<file path="src/rtl/permutation_sequencer_1234_if.sv">
// Bot input handshake and per-permutation beat output bus of the permutation sequencer.
interface permutation_sequencer_1234_if #(
  parameter int WIDTH     = 128,
  parameter int TAG_WIDTH = 8
);
  logic [WIDTH-1:0]     in_bot;
  logic [TAG_WIDTH-1:0] in_tag;
  logic                 in_valid;
  logic                 in_ready;
  logic [WIDTH-1:0]     out_bot;
  logic [1:0]           out_set;
  logic [2:0]           out_perm_in_set;
  logic [TAG_WIDTH-1:0] out_tag;
  logic                 out_first;
  logic                 out_last;
  logic                 out_valid;
  logic                 out_ready;

  modport slave (
    input  in_bot, in_tag, in_valid, out_ready,
    output in_ready, out_bot, out_set, out_perm_in_set, out_tag, out_first, out_last, out_valid
  );

  modport master (
    output in_bot, in_tag, in_valid, out_ready,
    input  in_ready, out_bot, out_set, out_perm_in_set, out_tag, out_first, out_last, out_valid
  );
endinterface

</file>
<file path="src/rtl/permutation_sequencer_1234.sv">
// Sweeps each accepted bot through the 24 permutations of variables 1-4, one beat per cycle,
// with a one-entry pending buffer so consecutive bots stream without bubbles.
module permutation_sequencer_1234 #(
  parameter int WIDTH         = 128,
  parameter int TAG_WIDTH     = 8,
  parameter bit SKIP_IDENTITY = 1'b0
) (
  input  logic                          clk,
  input  logic                          rst,
  permutation_sequencer_1234_if.slave   bus,
  output logic                          busy,
  output logic [31:0]                   bots_done
);

  localparam logic [4:0] START = SKIP_IDENTITY ? 5'd1 : 5'd0;
  localparam logic [4:0] LAST  = 5'd23;

  typedef struct packed {
    logic [WIDTH-1:0]     bot;
    logic [TAG_WIDTH-1:0] tag;
  } entry_t;

  typedef enum logic {IDLE, RUN} state_t;

  state_t     state, stateNext;
  entry_t     active, pending;
  logic [4:0] idx;
  logic       pendValid;

  logic inAcc, outAcc, lastAcc;
  logic loadActIn, loadActPend, loadPend, advance;

  // in_ready depends only on the pending flag, so no path from out_ready to in_ready.
  assign inAcc   = bus.in_valid && !pendValid;
  assign outAcc  = (state == RUN) && bus.out_ready;
  assign lastAcc = outAcc && (idx == LAST);

  always_ff @(posedge clk or posedge rst) begin
    if (rst) state <= IDLE;
    else     state <= stateNext;
  end

  always_comb begin
    stateNext   = state;
    loadActIn   = 1'b0;
    loadActPend = 1'b0;
    loadPend    = 1'b0;
    advance     = 1'b0;
    case (state)
      IDLE: begin
        if (inAcc) begin
          loadActIn = 1'b1;
          stateNext = RUN;
        end
      end
      RUN: begin
        if (lastAcc) begin
          if (pendValid)  loadActPend = 1'b1;
          else if (inAcc) loadActIn   = 1'b1;
          else            stateNext   = IDLE;
        end else begin
          advance  = outAcc;
          loadPend = inAcc;
        end
      end
      default: stateNext = IDLE;
    endcase
  end

  always_ff @(posedge clk or posedge rst) begin
    if (rst) begin
      active    <= '0;
      pending   <= '0;
      idx       <= 5'd0;
      pendValid <= 1'b0;
      bots_done <= 32'd0;
    end else begin
      if (loadActIn) begin
        active <= '{bot: bus.in_bot, tag: bus.in_tag};
        idx    <= START;
      end else if (loadActPend) begin
        active <= pending;
        idx    <= START;
      end else if (advance) begin
        idx <= idx + 5'd1;
      end

      if (loadPend) begin
        pending   <= '{bot: bus.in_bot, tag: bus.in_tag};
        pendValid <= 1'b1;
      end else if (loadActPend) begin
        pendValid <= 1'b0;
      end

      if (lastAcc) bots_done <= bots_done + 32'd1;
    end
  end

  assign bus.in_ready        = !pendValid;
  assign bus.out_valid       = (state == RUN);
  assign bus.out_bot         = active.bot;
  assign bus.out_tag         = active.tag;
  assign bus.out_set         = idx[1:0];
  assign bus.out_perm_in_set = idx[4:2];
  // Gated by RUN so the markers read 0 out of reset and while idle.
  assign bus.out_first       = (state == RUN) && (idx == START);
  assign bus.out_last        = (state == RUN) && (idx == LAST);
  assign busy                = (state == RUN) || pendValid;

endmodule
</file>
<file path="src/flat_wrapper.sv">
// flat-port wrapper written by rule: the top's interface ports become plain ports
module permutation_sequencer_1234_flat 
#(
  parameter int WIDTH         = 128,
  parameter int TAG_WIDTH     = 8,
  parameter bit SKIP_IDENTITY = 1'b0
)
  (clk, rst, busy, bots_done, bus_in_bot, bus_in_tag, bus_in_valid, bus_out_ready, bus_in_ready, bus_out_bot, bus_out_set, bus_out_perm_in_set, bus_out_tag, bus_out_first, bus_out_last, bus_out_valid);
  permutation_sequencer_1234_if #(.WIDTH(WIDTH), .TAG_WIDTH(TAG_WIDTH)) bus_i ();
  input  logic clk;
  input  logic rst;
  output logic busy;
  output logic [31:0] bots_done;
  input wire logic [$bits(bus_i.in_bot)-1:0] bus_in_bot;
  input wire logic [$bits(bus_i.in_tag)-1:0] bus_in_tag;
  input wire logic [$bits(bus_i.in_valid)-1:0] bus_in_valid;
  input wire logic [$bits(bus_i.out_ready)-1:0] bus_out_ready;
  output wire logic [$bits(bus_i.in_ready)-1:0] bus_in_ready;
  output wire logic [$bits(bus_i.out_bot)-1:0] bus_out_bot;
  output wire logic [$bits(bus_i.out_set)-1:0] bus_out_set;
  output wire logic [$bits(bus_i.out_perm_in_set)-1:0] bus_out_perm_in_set;
  output wire logic [$bits(bus_i.out_tag)-1:0] bus_out_tag;
  output wire logic [$bits(bus_i.out_first)-1:0] bus_out_first;
  output wire logic [$bits(bus_i.out_last)-1:0] bus_out_last;
  output wire logic [$bits(bus_i.out_valid)-1:0] bus_out_valid;
  assign bus_i.in_bot = bus_in_bot;
  assign bus_i.in_tag = bus_in_tag;
  assign bus_i.in_valid = bus_in_valid;
  assign bus_i.out_ready = bus_out_ready;
  assign bus_in_ready = bus_i.in_ready;
  assign bus_out_bot = bus_i.out_bot;
  assign bus_out_set = bus_i.out_set;
  assign bus_out_perm_in_set = bus_i.out_perm_in_set;
  assign bus_out_tag = bus_i.out_tag;
  assign bus_out_first = bus_i.out_first;
  assign bus_out_last = bus_i.out_last;
  assign bus_out_valid = bus_i.out_valid;
  permutation_sequencer_1234 #(.WIDTH(WIDTH), .TAG_WIDTH(TAG_WIDTH), .SKIP_IDENTITY(SKIP_IDENTITY)) u_core (.clk(clk), .rst(rst), .bus(bus_i), .busy(busy), .bots_done(bots_done));
endmodule
</file>
<file path="config.mk">
export PLATFORM = sky130hd
export DESIGN_NAME = permutation_sequencer_1234_flat
export DESIGN_NICKNAME = d
export VERILOG_FILES = /design/src/rtl/permutation_sequencer_1234_if.sv /design/src/rtl/permutation_sequencer_1234.sv /design/src/flat_wrapper.sv
export SDC_FILE = /design/constraint.sdc
export NUM_CORES = 1
export LEC_CHECK = 0
export ABC_AREA = 1
export ABC_CLOCK_PERIOD_IN_PS = 10950
export BUFFER_PORTS_ARGS = -buffer_cell sky130_fd_sc_hd__buf_2
export CAP_MARGIN = 15
export CORE_MARGIN = 3
export CORE_UTILIZATION = 30
export DETAILED_ROUTE_END_ITERATION = 10
export HOLD_SLACK_MARGIN = 0.08
export PLACE_DENSITY_LB_ADDON = 0.25
export SETUP_SLACK_MARGIN = 0.02
export SLEW_MARGIN = 20
export SYNTH_ARGS = -nofsm -noshare
export SYNTH_HDL_FRONTEND = slang
export SYNTH_SLANG_ARGS = --single-unit
</file>
<file path="constraint.sdc">
create_clock -name clk -period 10.95 [get_ports clk]
set_input_delay 0.5475 -clock clk [delete_from_list [all_inputs] [get_ports clk]]
set_output_delay 0.5475 -clock clk [all_outputs]
set_load 0.02 [all_outputs]
</file>
# Word level (Yosys, flattened, before mapping)
# Index checks and enable logic that the tools add are counted.
[totals]
output_inout_bits = 178
register_bits = 311
[op_classes]
bitwise_logic = 1
addsub = 2
n_reduce_logical = 11
n_eq_ne = 1
n_mux = 21
[ops]
columns = ["cell", "count"]
rows = [
  ["2-to-1 mux 136 bit", 2],
  ["adder 32 x 1 -> 32 bit (second input constant)", 1],
  ["2-to-1 mux 5 bit", 3],
  ["2-to-1 mux 1 bit", 14],
  ["adder 5 x 1 -> 5 bit (second input constant)", 1],
  ["equality test 5 bit (second input constant)", 1],
  ["logical AND 1 bit", 5],
  ["logical NOT 5 bit", 1],
  ["one-hot mux 1 bit (2 select lines)", 2],
  ["nonzero test 2 bit", 2],
  ["nonzero test 3 bit", 1],
  ["logical NOT 1 bit", 1],
  ["logical OR 1 bit", 1],
  ["NOT 1 bit", 1],
]

# Depth between registers and ports, before layout
[depth]
ltp_word = 7
ltp_mapped = 10
mapped_depth_nobuf = 9

# Worst setup path after synthesis
# No wires, ideal clock.
[synth_timing]
path_type = "register to register"
from = "register u_core.idx[1]"
to = "register u_core.active (netlist bit u_core.bus.out_bot[10])"
slack_ns = 9.120
arrival_ns = 1.703
required_ns = 10.822
path_stages_with_launch = 11
path_cell_list = "dfrtp_1 -> ha_1 -> nand2_1 -> nor2_2 -> nand2_2 -> nand2_1 -> nand2_1 -> buf_4 -> buf_2 -> nand3_1 -> o211ai_2"
[synth_between]
elab_chain_len = 5
[synth_lines]
columns = ["item", "line_no", "rtl"]
rows = [
  ["from (decl)", "permutation_sequencer_1234.sv:27", "logic [4:0] idx;"],
  ["from (signal assigned)", "permutation_sequencer_1234.sv:85", "idx <= idx + 5'd1;"],
  ["equality test 5 bit *", "permutation_sequencer_1234.sv:36", "assign lastAcc = outAcc && (idx == LAST);"],
  ["logical AND 1 bit *", "permutation_sequencer_1234.sv:36", ""],
  ["2-to-1 mux 1 bit", "permutation_sequencer_1234.sv:57", "if (lastAcc) begin"],
  ["one-hot mux 1 bit (2 select lines) / 2-to-1 mux 1 bit (equally long branches)", "permutation_sequencer_1234.sv:49", "case (state)"],
  ["2-to-1 mux 136 bit / nonzero test 2 bit (equally long branches)", "-", ""],
  ["to (signal assigned)", "permutation_sequencer_1234.sv:79", "active <= '{bot: bus.in_bot, tag: bus.in_tag};"],
  ["to (signal assigned)", "permutation_sequencer_1234.sv:82", "active <= pending;"],
  ["to (decl)", "permutation_sequencer_1234.sv:26", "entry_t active, pending;"],
]
# Every way passes the cells marked *; elsewhere a longest branch is shown, timed or not.
# A chain may end at the register's enable or synchronous reset.

# Worst setup path in the final report
[layout_timing]
from = "register u_core.state, in the netlist u_core.bus.out_valid"
to = "register u_core.active (netlist bit u_core.bus.out_bot[94])"
[layout_between]
elab_chain_len = 5
[layout_lines]
columns = ["item", "line_no", "rtl"]
rows = [
  ["from (decl)", "permutation_sequencer_1234.sv:25", "state_t state, stateNext;"],
  ["from (signal assigned)", "permutation_sequencer_1234.sv:40", "else state <= stateNext;"],
  ["logical AND 1 bit", "permutation_sequencer_1234.sv:35", "assign outAcc = (state == RUN) && bus.out_ready;"],
  ["logical AND 1 bit", "permutation_sequencer_1234.sv:36", ""],
  ["2-to-1 mux 1 bit", "permutation_sequencer_1234.sv:57", ""],
  ["one-hot mux 1 bit (2 select lines) / 2-to-1 mux 1 bit (equally long branches)", "permutation_sequencer_1234.sv:49", ""],
  ["2-to-1 mux 136 bit / nonzero test 2 bit (equally long branches)", "-", ""],
]
# Parallel ways exist; a longest one is shown, timed or not.

==> reports/metrics.cfg <==
[outcome]
outcome = completed

[setup_path]
startpoint_type = register
path_cells = nand2_1, inv_2, nand2_2, nand2_4, nand2_4, buf_4, nand3_1, o211ai_1
worst_ep_arrival_time_ns = 4.25
path_delay_family = simple AND/OR/NAND/NOR gates
critPathMostFrequentCell = nand2_4
critPathMaxStageDelay_ns = 0.89
critPathCaptureType = register
worst-setup-path-type = register to register
cp_max_fo = 86
crit_buf_inv = 2
slowest_stage = buf_4
critPathRequiredTime_ns = 11.38

[yosys]
synth_common_cells = dfrtp_1 (311), nand3_1 (265), inv_1 (170)
synthMuxAreaShare_pct = 0
netlist_area_mm2 = 0.01380
synth.most_common_cell = dfrtp_1
synth_xor_area_share_pct = 1.206
avgSynthCellArea_um2 = 9.386
syn-num-nets = 1613
ys_async_sr_fraction_pct = 100.0
synth_compound_area_share_pct = 14.40
syn-instance-count = 1470
synth-seq-area-share_pct = 56.41
synth_flop_cell = dfrtp_1
yosysTopAreaCellShare_pct = 56.41
post-synth-top-area-cell = dfrtp_1
synthAdderAreaFrac_pct = 0.2721
synth_cell_types = 27
synth_top_family_by_area = simple AND/OR/NAND/NOR gates
synth.top_cells.by_area = dfrtp_1 (56%), nand3_1 (9.6%), o211ai_1 (4.7%), inv_1 (4.6%), o211ai_2 (4.5%)
ys_ff_latch = 311
yosysWarningCount = 0
synth_edf_count = 0
synthSimpleGateAreaFrac_pct = 18.92

[clocking]
root_buffer = clkbuf_16
worstSkewPairLatency_ns = 0.54
cts-htree-levels = 2
cts_resized = 0
clockBufferDepth = 3
numClockSinks = 311
post_cts_buffers = 0
cts_hold_buf = 0
cts_made_buffers = 37
clk_pin_slew_ns = 0.06
cts_tree = yes

[grt]
grt_antenna_before_repair = 11
grt_max_degree = 131
grt_pass1_wl_mm = 61.80
grt_pass1_vias = 11150
grt-ovfl-total = 0
grt.total_usage_pct = 15.90

[cells_and_area]
fin_cells = 2362
area.growth.synth_to_final_pct = 23.71
drive_gt1_share_pct = 26.05
nFillCells = 4530
nets = 1880
finish.utilization_pct = 38.10

[die]
initial_utilization_pct = 30.80
core_area_mm2 = 0.04480
die_h_um = 220.5
ios = 318
num_rows = 77
die_area_mm2 = 0.04860
fp.dieW_um = 220.5

[power_and_ir_drop]
powerDensity_mw_per_mm2 = 276.9
leakage_nw = 8.756
irDropWorstVdd_mv = 0.1486

[sta]
tns_ns = 0
hold_viol_final = 0
rsz0062_at_grt = no
worst_slew_pin_slew_ns = 1.027
setup_viol = 0
relSlewSlack_pct = 31.50
timing.hold.ws_ns = 0.1520
fin_crit_ns = 3.818
drv_slew = 0
fmax_ghz = 0.2619
post-route-period-util_pct = 34.87
finClkSkew_ns = 0.01738

[min_path]
hold_path.class = primary input to asynchronous set/reset pin

[route]
vias_per_cell = 4.789
routedWlPerCell_um = 16.56
dr_total_vias = 11310
drc_errors = 0
drtIter0Drc = 689
wl_mm = 39.11
postRouteAntennaNets = 0
drtPass1Iterations = 5

[placement]
dp.cells = 2289
gp_congestion = 0.7855
portBuffers = 317
hpwl_mm = 25.15

[run]
cap_violations = 0

==> sequential cells by signal (all words and copies together) (netlist names) <==
name                  count
u_core.idx                5
u_core.bus.out_tag        8
u_core.pending          136
u_core.bots_done         32
u_core.bus.out_valid      1
u_core.bus.out_bot      128
u_core.pendValid          1
==> stage by stage <==
step	setup WS [ns]	power, mW	instance area (um2)
finish	7.132	4.726	17070
global route	6.736	5.057	17060
CTS	7.054	4.809	17030
detailed placement	6.992	3.451	15700
global placement	6.991	3.403	15700
floorplan	1.801	2.911	13800
==> layout by cell type (no fill, tap or decap), types with 6 or more instances in the layout <==
master	netlist	routed
a21oi_1	108	108
nor2_1	145	144
xor2_1	7	7
nand2_1	140	137
clkbuf_16	0	39
xnor2_1	12	12
clkbuf_8	0	11
o211ai_2	50	50
nand4_1	21	21
nand3_1	265	264
buf_2	46	317
buf_4	16	12
dfrtp_1	311	311
clkinv_2	0	6
o21ai_0	31	31
inv_1	170	169
o211ai_1	87	87
==> per-layer routing <==
metal | track usage [%] | routed length [um]
met4 | 5.323 | 981
met1 | 21.16 | 16990
met3 | 4.642 | 2835
met5 | 0 | 76
met2 | 24.92 | 18230
==> final timing paths <==
| kind | startpoint | endpoint | slack (ns) | cells after the start |
|---|---|---|---|---|
| setup / recovery | u_core.bus.out_valid | u_core.bus.out_bot[94] | 7.13 | 8 |
| hold / removal | rst | u_core.pending[9] | 0.15 | 2 |
| setup reg to reg | u_core.bus.out_valid | u_core.bus.out_bot[94] | 7.13 | 8 |
| hold reg to reg | u_core.pending[6] | u_core.pending[6] | 0.48 | 2 |
| max in group asynchronous | rst | u_core.bus.out_bot[65] | 8.58 | 4 |
| min in group clk | bus_in_bot[78] | u_core.pending[86] | 0.27 | 3 |
==> cell type report <==
class / instances / area (um2) / area share (%)
flip-flops and latches: 311 / 7782 / 45.60
multi-input cells: 883 / 4838 / 28.35
repair buffers: 330 / 1704 / 9.985
clock buffers: 53 / 1139 / 6.671
well taps: 592 / 740.7 / 4.340
inverters: 174 / 663.1 / 3.885
clock inverters: 15 / 190.2 / 1.114
diodes: 4 / 10.01 / 0.05865
==> where the power goes <==
part / leakage [nW] / switching [mW] / internal, mW / total, mW
combinational: 4.30 / 0.981 / 0.527 / 1.51
sequential: 3.81 / 0.238 / 1.66 / 1.90
clock: 0.652 / 0.501 / 0.820 / 1.32
total: 8.76 / 1.72 / 3.01 / 4.73
==> logic make-up after synthesis <==
| family | Yosys count |
|---|---|
| simple gates | 583 |
| flops | 311 |
| compound gates | 278 |
| buf+inv | 276 |
| xor+xnor | 19 |
| fa+ha+maj | 3 |
(Power assumes the default switching activity.)
